<file path="src/rtl/tetris_pkg.sv">
// Shared tetris field definitions: field geometry, row word type and the
// row-collapse sequencer states.
package tetris_pkg;

  localparam int unsigned BRICK_X_CNT = 10;
  localparam int unsigned BRICK_Y_CNT = 20;
  localparam int unsigned COLOR_W     = 3;
  localparam int unsigned ROW_W       = BRICK_X_CNT * COLOR_W;
  localparam int unsigned ROW_IDX_W   = $clog2(BRICK_Y_CNT);
  localparam int unsigned PTR_W       = ROW_IDX_W + 1;
  localparam int unsigned CNT_W       = $clog2(BRICK_Y_CNT + 1);

  typedef logic [BRICK_X_CNT-1:0][COLOR_W-1:0] field_row_t;

  typedef enum logic [3:0] {
    ST_IDLE,
    ST_SCAN_RD,
    ST_SCAN_WT,
    ST_FLASH,
    ST_RD,
    ST_WT,
    ST_WR,
    ST_FILL,
    ST_DONE
  } state_e;

endpackage

</file>
<file path="src/rtl/row_full_detect.sv">
// Flags a field row in which every cell holds a non-zero colour.
module row_full_detect
  import tetris_pkg::*;
(
  input  field_row_t row,
  output logic       full_c
);

  always_comb begin
    full_c = 1'b1;
    for (int unsigned i = 0; i < BRICK_X_CNT; i++) begin
      if (row[i] == '0) full_c = 1'b0;
    end
  end

endmodule

</file>
<file path="src/rtl/field_row_collapse.sv">
// Removes full rows from the field RAM and shifts the rows above them down,
// yielding the RAM port to the renderer. Option macro: FIELD_COLLAPSE_FLASH_EN.
module field_row_collapse
  import tetris_pkg::*;
#(
  parameter int unsigned FLASH_FRAMES = 30
) (
  input  logic                 clk,
  input  logic                 rst_i,
  input  logic                 start_i,
  output logic                 busy_o,
  output logic                 done_o,
  output logic [CNT_W-1:0]     cleared_cnt_o,
  output logic [BRICK_Y_CNT-1:0] full_rows_o,
  input  logic                 frame_tick_i,
  input  logic                 draw_req_i,
  output logic [ROW_IDX_W-1:0] mem_addr_o,
  output logic                 mem_rd_o,
  output logic                 mem_wr_o,
  output logic [ROW_W-1:0]     mem_wdata_o,
  input  logic [ROW_W-1:0]     mem_rdata_i
);

  localparam logic [PTR_W-1:0] PTR_TOP = PTR_W'(BRICK_Y_CNT - 1);

  state_e           state_q, state_d;
  logic [PTR_W-1:0] rd_q, rd_d, wr_q, wr_d, rd_dec, wr_dec;
  logic [CNT_W-1:0] cnt_q, cnt_d;
  field_row_t       row_q, row_d, word;
  logic             held_q, held_d;
  logic             word_full;

`ifdef FIELD_COLLAPSE_FLASH_EN
  localparam int unsigned TICK_W = $clog2(FLASH_FRAMES + 1);
  logic [BRICK_Y_CNT-1:0] mask_q, mask_d;
  logic [TICK_W-1:0]      tick_q, tick_d;
  assign full_rows_o = mask_q;
`else
  logic unused_flash;
  assign unused_flash = frame_tick_i ^ (FLASH_FRAMES == 0);
  assign full_rows_o  = '0;
`endif

  // A stalled wait state keeps the word it captured on its first cycle,
  // since the RAM output then belongs to the renderer.
  assign word   = held_q ? row_q : field_row_t'(mem_rdata_i);
  assign rd_dec = rd_q - PTR_W'(1);
  assign wr_dec = wr_q - PTR_W'(1);

  row_full_detect u_full (
    .row    (word),
    .full_c (word_full)
  );

  function automatic state_e tail_state(input logic [PTR_W-1:0] wr_n);
    return wr_n[PTR_W-1] ? ST_DONE : ST_FILL;
  endfunction

  always_comb begin
    state_d     = state_q;
    rd_d        = rd_q;
    wr_d        = wr_q;
    cnt_d       = cnt_q;
    row_d       = row_q;
    held_d      = 1'b0;
    mem_rd_o    = 1'b0;
    mem_wr_o    = 1'b0;
    mem_addr_o  = '0;
    mem_wdata_o = '0;
`ifdef FIELD_COLLAPSE_FLASH_EN
    mask_d      = mask_q;
    tick_d      = tick_q;
`endif
    case (state_q)
      ST_IDLE: begin
        if (start_i) begin
          rd_d  = PTR_TOP;
          wr_d  = PTR_TOP;
          cnt_d = '0;
`ifdef FIELD_COLLAPSE_FLASH_EN
          mask_d  = '0;
          state_d = ST_SCAN_RD;
`else
          state_d = ST_RD;
`endif
        end
      end
`ifdef FIELD_COLLAPSE_FLASH_EN
      ST_SCAN_RD: begin
        mem_addr_o = rd_q[ROW_IDX_W-1:0];
        if (!draw_req_i) begin
          mem_rd_o = 1'b1;
          state_d  = ST_SCAN_WT;
        end
      end
      ST_SCAN_WT: begin
        row_d = word;
        if (draw_req_i) begin
          held_d = 1'b1;
        end else begin
          if (word_full) mask_d[rd_q[ROW_IDX_W-1:0]] = 1'b1;
          rd_d = rd_dec;
          if (!rd_dec[PTR_W-1]) begin
            state_d = ST_SCAN_RD;
          end else if (mask_d == '0) begin
            state_d = ST_DONE;
          end else begin
            tick_d  = '0;
            state_d = ST_FLASH;
          end
        end
      end
      ST_FLASH: begin
        if (frame_tick_i) begin
          if (tick_q == TICK_W'(FLASH_FRAMES - 1)) begin
            mask_d  = '0;
            rd_d    = PTR_TOP;
            wr_d    = PTR_TOP;
            state_d = ST_RD;
          end else begin
            tick_d = tick_q + TICK_W'(1);
          end
        end
      end
`endif
      ST_RD: begin
        mem_addr_o = rd_q[ROW_IDX_W-1:0];
        if (!draw_req_i) begin
          mem_rd_o = 1'b1;
          state_d  = ST_WT;
        end
      end
      ST_WT: begin
        row_d = word;
        if (draw_req_i) begin
          held_d = 1'b1;
        end else if (word_full) begin
          cnt_d   = cnt_q + CNT_W'(1);
          rd_d    = rd_dec;
          state_d = rd_dec[PTR_W-1] ? tail_state(wr_q) : ST_RD;
        end else if (wr_q == rd_q) begin
          rd_d    = rd_dec;
          wr_d    = wr_dec;
          state_d = rd_dec[PTR_W-1] ? tail_state(wr_dec) : ST_RD;
        end else begin
          state_d = ST_WR;
        end
      end
      ST_WR: begin
        mem_addr_o  = wr_q[ROW_IDX_W-1:0];
        mem_wdata_o = row_q;
        if (!draw_req_i) begin
          mem_wr_o = 1'b1;
          rd_d     = rd_dec;
          wr_d     = wr_dec;
          state_d  = rd_dec[PTR_W-1] ? tail_state(wr_dec) : ST_RD;
        end
      end
      ST_FILL: begin
        mem_addr_o = wr_q[ROW_IDX_W-1:0];
        if (!draw_req_i) begin
          mem_wr_o = 1'b1;
          wr_d     = wr_dec;
          if (wr_dec[PTR_W-1]) state_d = ST_DONE;
        end
      end
      ST_DONE: state_d = ST_IDLE;
      default: state_d = ST_IDLE;
    endcase
  end

  always_ff @(posedge clk or posedge rst_i) begin
    if (rst_i) begin
      state_q       <= ST_IDLE;
      rd_q          <= '0;
      wr_q          <= '0;
      cnt_q         <= '0;
      row_q         <= '0;
      held_q        <= 1'b0;
      busy_o        <= 1'b0;
      done_o        <= 1'b0;
      cleared_cnt_o <= '0;
    end else begin
      state_q <= state_d;
      rd_q    <= rd_d;
      wr_q    <= wr_d;
      cnt_q   <= cnt_d;
      row_q   <= row_d;
      held_q  <= held_d;
      busy_o  <= (state_d != ST_IDLE) && (state_d != ST_DONE);
      done_o  <= (state_d == ST_DONE);
      if (state_d == ST_DONE) cleared_cnt_o <= cnt_d;
    end
  end

`ifdef FIELD_COLLAPSE_FLASH_EN
  always_ff @(posedge clk or posedge rst_i) begin
    if (rst_i) begin
      mask_q <= '0;
      tick_q <= '0;
    end else begin
      mask_q <= mask_d;
      tick_q <= tick_d;
    end
  end
`endif

endmodule
</file>
<file path="config.mk">
export PLATFORM = sky130hd
export DESIGN_NAME = field_row_collapse
export DESIGN_NICKNAME = d
export VERILOG_FILES = /design/src/rtl/tetris_pkg.sv /design/src/rtl/row_full_detect.sv /design/src/rtl/field_row_collapse.sv
export SDC_FILE = /design/constraint.sdc
export NUM_CORES = 1
export LEC_CHECK = 0
export ABC_AREA = 0
export CELL_PAD_IN_SITES_DETAIL_PLACEMENT = 1
export CELL_PAD_IN_SITES_GLOBAL_PLACEMENT = 1
export CORE_UTILIZATION = 33
export CTS_CLUSTER_DIAMETER = 50
export CTS_CLUSTER_SIZE = 16
export DETAILED_ROUTE_END_ITERATION = 8
export PLACE_DENSITY_LB_ADDON = 0.1
export SYNTH_ARGS = -nofsm -noshare
export SYNTH_HDL_FRONTEND = slang
export SYNTH_HIERARCHICAL = 1
export SYNTH_SLANG_ARGS = --single-unit
</file>
<file path="constraint.sdc">
create_clock -name clk -period 2.5 [get_ports clk]
set_input_delay 0.375 -clock clk [delete_from_list [all_inputs] [get_ports clk]]
set_output_delay 0.375 -clock clk [all_outputs]
set_load 0.01 [all_outputs]
</file>
==> summary.txt <==
SYNTHESIS
--------------------------------------------------------------------------------------
Warnings from Yosys                                                                  6
Number of flops mapped to enable cells by yosys                                      0
Seq cells post-synth                                                                59
Simple-Gate Fraction of Synth Area                                               29.2%
Proportion of synthesized area in mux cells                                      9.34%
Average cell area after synthesis                                           8.40 sq um
Synthesized cell area                                                       3830 sq um
Compound-gate portion of the synthesized area                                    11.6%
Adder and majority cell fraction of the synthesized area                        0.980%
Sequential-to-total area share from yosys stat                                   38.5%
Largest family of logic cells by synthesized area                         simple AND/OR/NAND/NOR gates
XOR/XNOR Fraction of Synth Area                                                  2.74%
Most used flip-flop cell after synthesis                                       dfrtp_1
Synth async-reset ratio                                                           100%
Gate count after technology mapping                                                456
Distinct cell type count after synthesis                                            52

TIMING
--------------------------------------------------------------------------------------
Shortest clock period the worst path allows after layout                       2.56 ns
Final-report max-slew violation count                                                0
RSZ-0062 raised after global routing                                               yes
Final setup vio count                                                                5
Worst hold-check slack                                                        0.412 ns
Final Hold Fails                                                                     0
Transition time at the pin with the least slew margin                         0.557 ns
Final Worst Setup Slack                                                     -0.0588 ns
Period Utilization, post-route                                                    102%
Worst clock skew on the final layout                                        0.00807 ns
Relative slew slack                                                              62.8%
Max Clock Freq                                                               0.391 GHz

PLACE
--------------------------------------------------------------------------------------
Number of I/O port buffers                                                          77
Setup slack at placement                                                     -0.453 ns
Hpwl dp                                                                        8.05 mm
Placed standard-cell area                                                   4890 sq um
Routability congestion estimate from global placement                            0.820

CRITICAL PATH
--------------------------------------------------------------------------------------
Setup Crit Path Kind                                                      flip-flop to flip-flop
Worst EP required                                                              2.70 ns
Worst-path cell with the longest stage delay                                   dfrtp_2
Max incr delay on CP                                                           0.46 ns
Critical Path Sink Type                                                      flip-flop
Critical path buffer and inverter count                                              2
Cell family with the largest share of critical-path delay                 simple AND/OR/NAND/NOR gates
Critical path startpoint category                                            flip-flop
Series of cell instances along the critical path                          clkbuf_16 -> mux2_2 -> nor3_2 -> nor2_1 -> nand4_1 -> nor3_4 -> buf_6 -> nor3_2 -> a32o_2 -> nand4_1 -> a221o_1
Maximum fanout encountered on the critical timing path                               7
Worst endpoint data arrival time                                               2.76 ns
Critical Path Start                                                       held_q$_DFF_PP0_
Crit Reg-Reg Startpoint                                                   held_q$_DFF_PP0_

DETAILED ROUTING
--------------------------------------------------------------------------------------
DRT Wirelength                                                                 12.5 mm
DR pass1 iterations                                                                  4
Drt wl/cell                                                                    17.5 um
Via count                                                                         3674
Ratio of routed vias to standard cells                                            5.17
DRC violations left                                                                  0
Detailed Route Iter0 Violations                                                    156
Routed Antenna Nets                                                                  0

CLOCKING
--------------------------------------------------------------------------------------
Clock root buffer master                                                     clkbuf_16
Clock slew at the register clock pins of the worst setup and hold paths        0.05 ns
Number of clock sinks seen by CTS                                                   59
Insertion delay to the later sink of the worst-skew pair                       0.32 ns
Buffers from clock root to sink, at most                                             2
Number of buffers added by the clock tree synthesis step                             9
# hold bufs at CTS                                                                   0
Clock tree from TritonCTS                                                          yes
H-Tree Level Count                                                                   3

RUN STATUS
--------------------------------------------------------------------------------------
Outcome                                                                   complete, but fails checks
Violations in the final reports                                           setup timing

FINAL LAYOUT
--------------------------------------------------------------------------------------
Post-layout instance area                                                   5680 sq um
Register cell area after layout                                             1480 sq um
Syn-to-layout area delta                                                         48.3%
Total of fill cells in the finished design                                        1286
Most common library cell in the layout ignoring fill and taps                  nand2_1
Antenna diode count                                                                  0
Nets@finish                                                                        603
Leading cell types in the layout, fill and taps excluded                  nand2_1 (107), dfrtp_1 (54), clkdlybuf4s50_1 (46)
Proportion of layout cells with a drive suffix above 1                           26.3%
Multi-input gate area                                                       2450 sq um

GLOBAL ROUTING
--------------------------------------------------------------------------------------
Pin count of the biggest net entering global routing                                39
Overflow left after global routing                                                   0
Number of antenna violations at the first check in global routing                    0
Number of global-route vias before repair                                         3861
First-pass GRT wire length                                                     19.5 mm
Overall routing resource usage                                                   21.3%

PWR
--------------------------------------------------------------------------------------
Relative contribution of the clock network to total power                        21.1%
Internal power consumption                                                     3.48 mW
Peak ir drop on the vdd network                                             0.000417 V
Switching share of power                                                         40.5%
Sequential cell fraction of total power                                          27.9%
Reported net switching power                                                   2.37 mW
Pwr dens                                                                  1030 nW/um^2
Combinational Power Share                                                        51.0%
P_leak                                                                         2.75 nW

HOLD PATH
--------------------------------------------------------------------------------------
Class of the tightest hold or removal check                               input pin to asynchronous set/reset pin

FLOORPLAN
--------------------------------------------------------------------------------------
Total number of placement rows                                                      38
Chip width                                                                      110 um
Core area                                                                  11100 sq um
Number of I/O pins                                                                  99
Full die area                                                              12000 sq um
Y dimension of the die                                                          110 um
Initial core utilization                                                         34.6%

RUN
--------------------------------------------------------------------------------------
Number of violations of the max-capacitance limit                                    0

power groups by stage:
stage	Combinational, mW	Clock (mW)	Sequential (mW)
after floorplan	1.59	0	1.54
after global placement	2.45	0	1.62
after detailed placement	2.52	0	1.64
after CTS	2.82	1.25	1.62
after global routing	3.26	1.30	1.68
final	2.99	1.23	1.63
final timing paths:
check | endpoint | slack (ns) | depth (start not counted)
hold reg to reg | row_q[12]$_DFFE_PP0P_ | 0.50 | 2
min in group clk | row_q[12]$_DFFE_PP0P_ | 0.50 | 2
setup reg to reg | busy_o$_DFF_PP0_ | -0.06 | 11
setup / recovery | busy_o$_DFF_PP0_ | -0.06 | 11
hold / removal | row_q[21]$_DFFE_PP0P_ | 0.41 | 2
max in group asynchronous | state_q[2]$_DFF_PP0_ | 1.46 | 3
sequential cells by signal (all words and copies together), names as in the netlist:
name           cells
wr_q               6
held_q             1
row_q             30
cnt_q              5
rd_q               6
done_o             1
state_q            4
cleared_cnt_o      5
busy_o             1
layer usage:
metal  GRT usage [%]  vias to the layer above  wire length [um]
met4            6.57                        0                82
met1            26.8                     1830              5530
met3            3.73                        7               617
li1                -                     1741                 -
met5               0                        -                 0
met2            36.9                       96              6230
cells in the mapped netlist (2+ instances only):
| cell type | count | share of area, % |
|---|---|---|
| o211ai_1 | 5 | 0.98 |
| o41ai_1 | 2 | 0.46 |
| ha_1 | 3 | 0.98 |
| a211oi_1 | 2 | 0.39 |
| mux2i_1 | 2 | 0.52 |
| nand4_1 | 10 | 1.6 |
| or4_1 | 2 | 0.39 |
| xnor2_1 | 6 | 1.4 |
| o31ai_1 | 2 | 0.39 |
| mux2_2 | 30 | 8.8 |
| o32ai_1 | 2 | 0.46 |
| nand2b_1 | 4 | 0.65 |
| inv_1 | 10 | 0.98 |
| nor4_1 | 3 | 0.49 |
| buf_1 | 2 | 0.20 |
| and2_1 | 31 | 5.1 |
| o21ai_0 | 9 | 1.2 |
| o21a_1 | 3 | 0.59 |
| buf_4 | 20 | 3.9 |
| a221o_1 | 2 | 0.52 |
| buf_2 | 4 | 0.52 |
| nand2_1 | 110 | 11 |
| dfrtp_1 | 59 | 39 |
| xor2_1 | 6 | 1.4 |
| nor2_1 | 27 | 2.6 |
| nand3_1 | 13 | 1.7 |
| a22oi_1 | 7 | 1.4 |
| nand3b_1 | 3 | 0.59 |
| nor3_1 | 15 | 2.0 |
| a21o_2 | 3 | 0.69 |
| nor4bb_1 | 3 | 0.78 |
| o31ai_2 | 2 | 0.65 |
| clkbuf_1 | 20 | 2.0 |
| a21oi_1 | 15 | 2.0 |
| or4_4 | 2 | 0.59 |
metrics by stage:
step                instances  utilization, %  setup TNS, ns  power (mW)
floorplan                 475               -              0        3.12
global placement          675            44.2          -4.66        4.06
detailed placement        675            44.2          -6.18        4.17
CTS                       704            48.9          -1.35        5.69
global route              710            51.3          -1.60        6.25
finish                    710            51.3         -0.147        5.85
timing repair:
item                                    in CTS  in global routing
pin swaps                                   10                 23
endpoints found under the setup margin      51                 28
setup buffers                               10                  5
cloned                                       3                  2
gates resized for setup                     61                 45
logic make-up after synthesis:
group                      Yosys count
xor gates and xnor gates            12
other                                1
buffers and inverters               56
DFF                                 59
AOI/OAI and AO/OA                   61
muxes                               32
and+or+nand+nor                    232
adders and majority gates            3
layout make-up:
class	count	area share, %
Clock inverter	5	0.925
Multi-Input combinational cell	360	43.1
Inverter	10	0.705
Clock buffer	11	4.27
Sequential cell	59	26.1
Timing Repair Buffer	125	21.8
Tap cell	140	3.08
(Power assumes the default switching activity.)
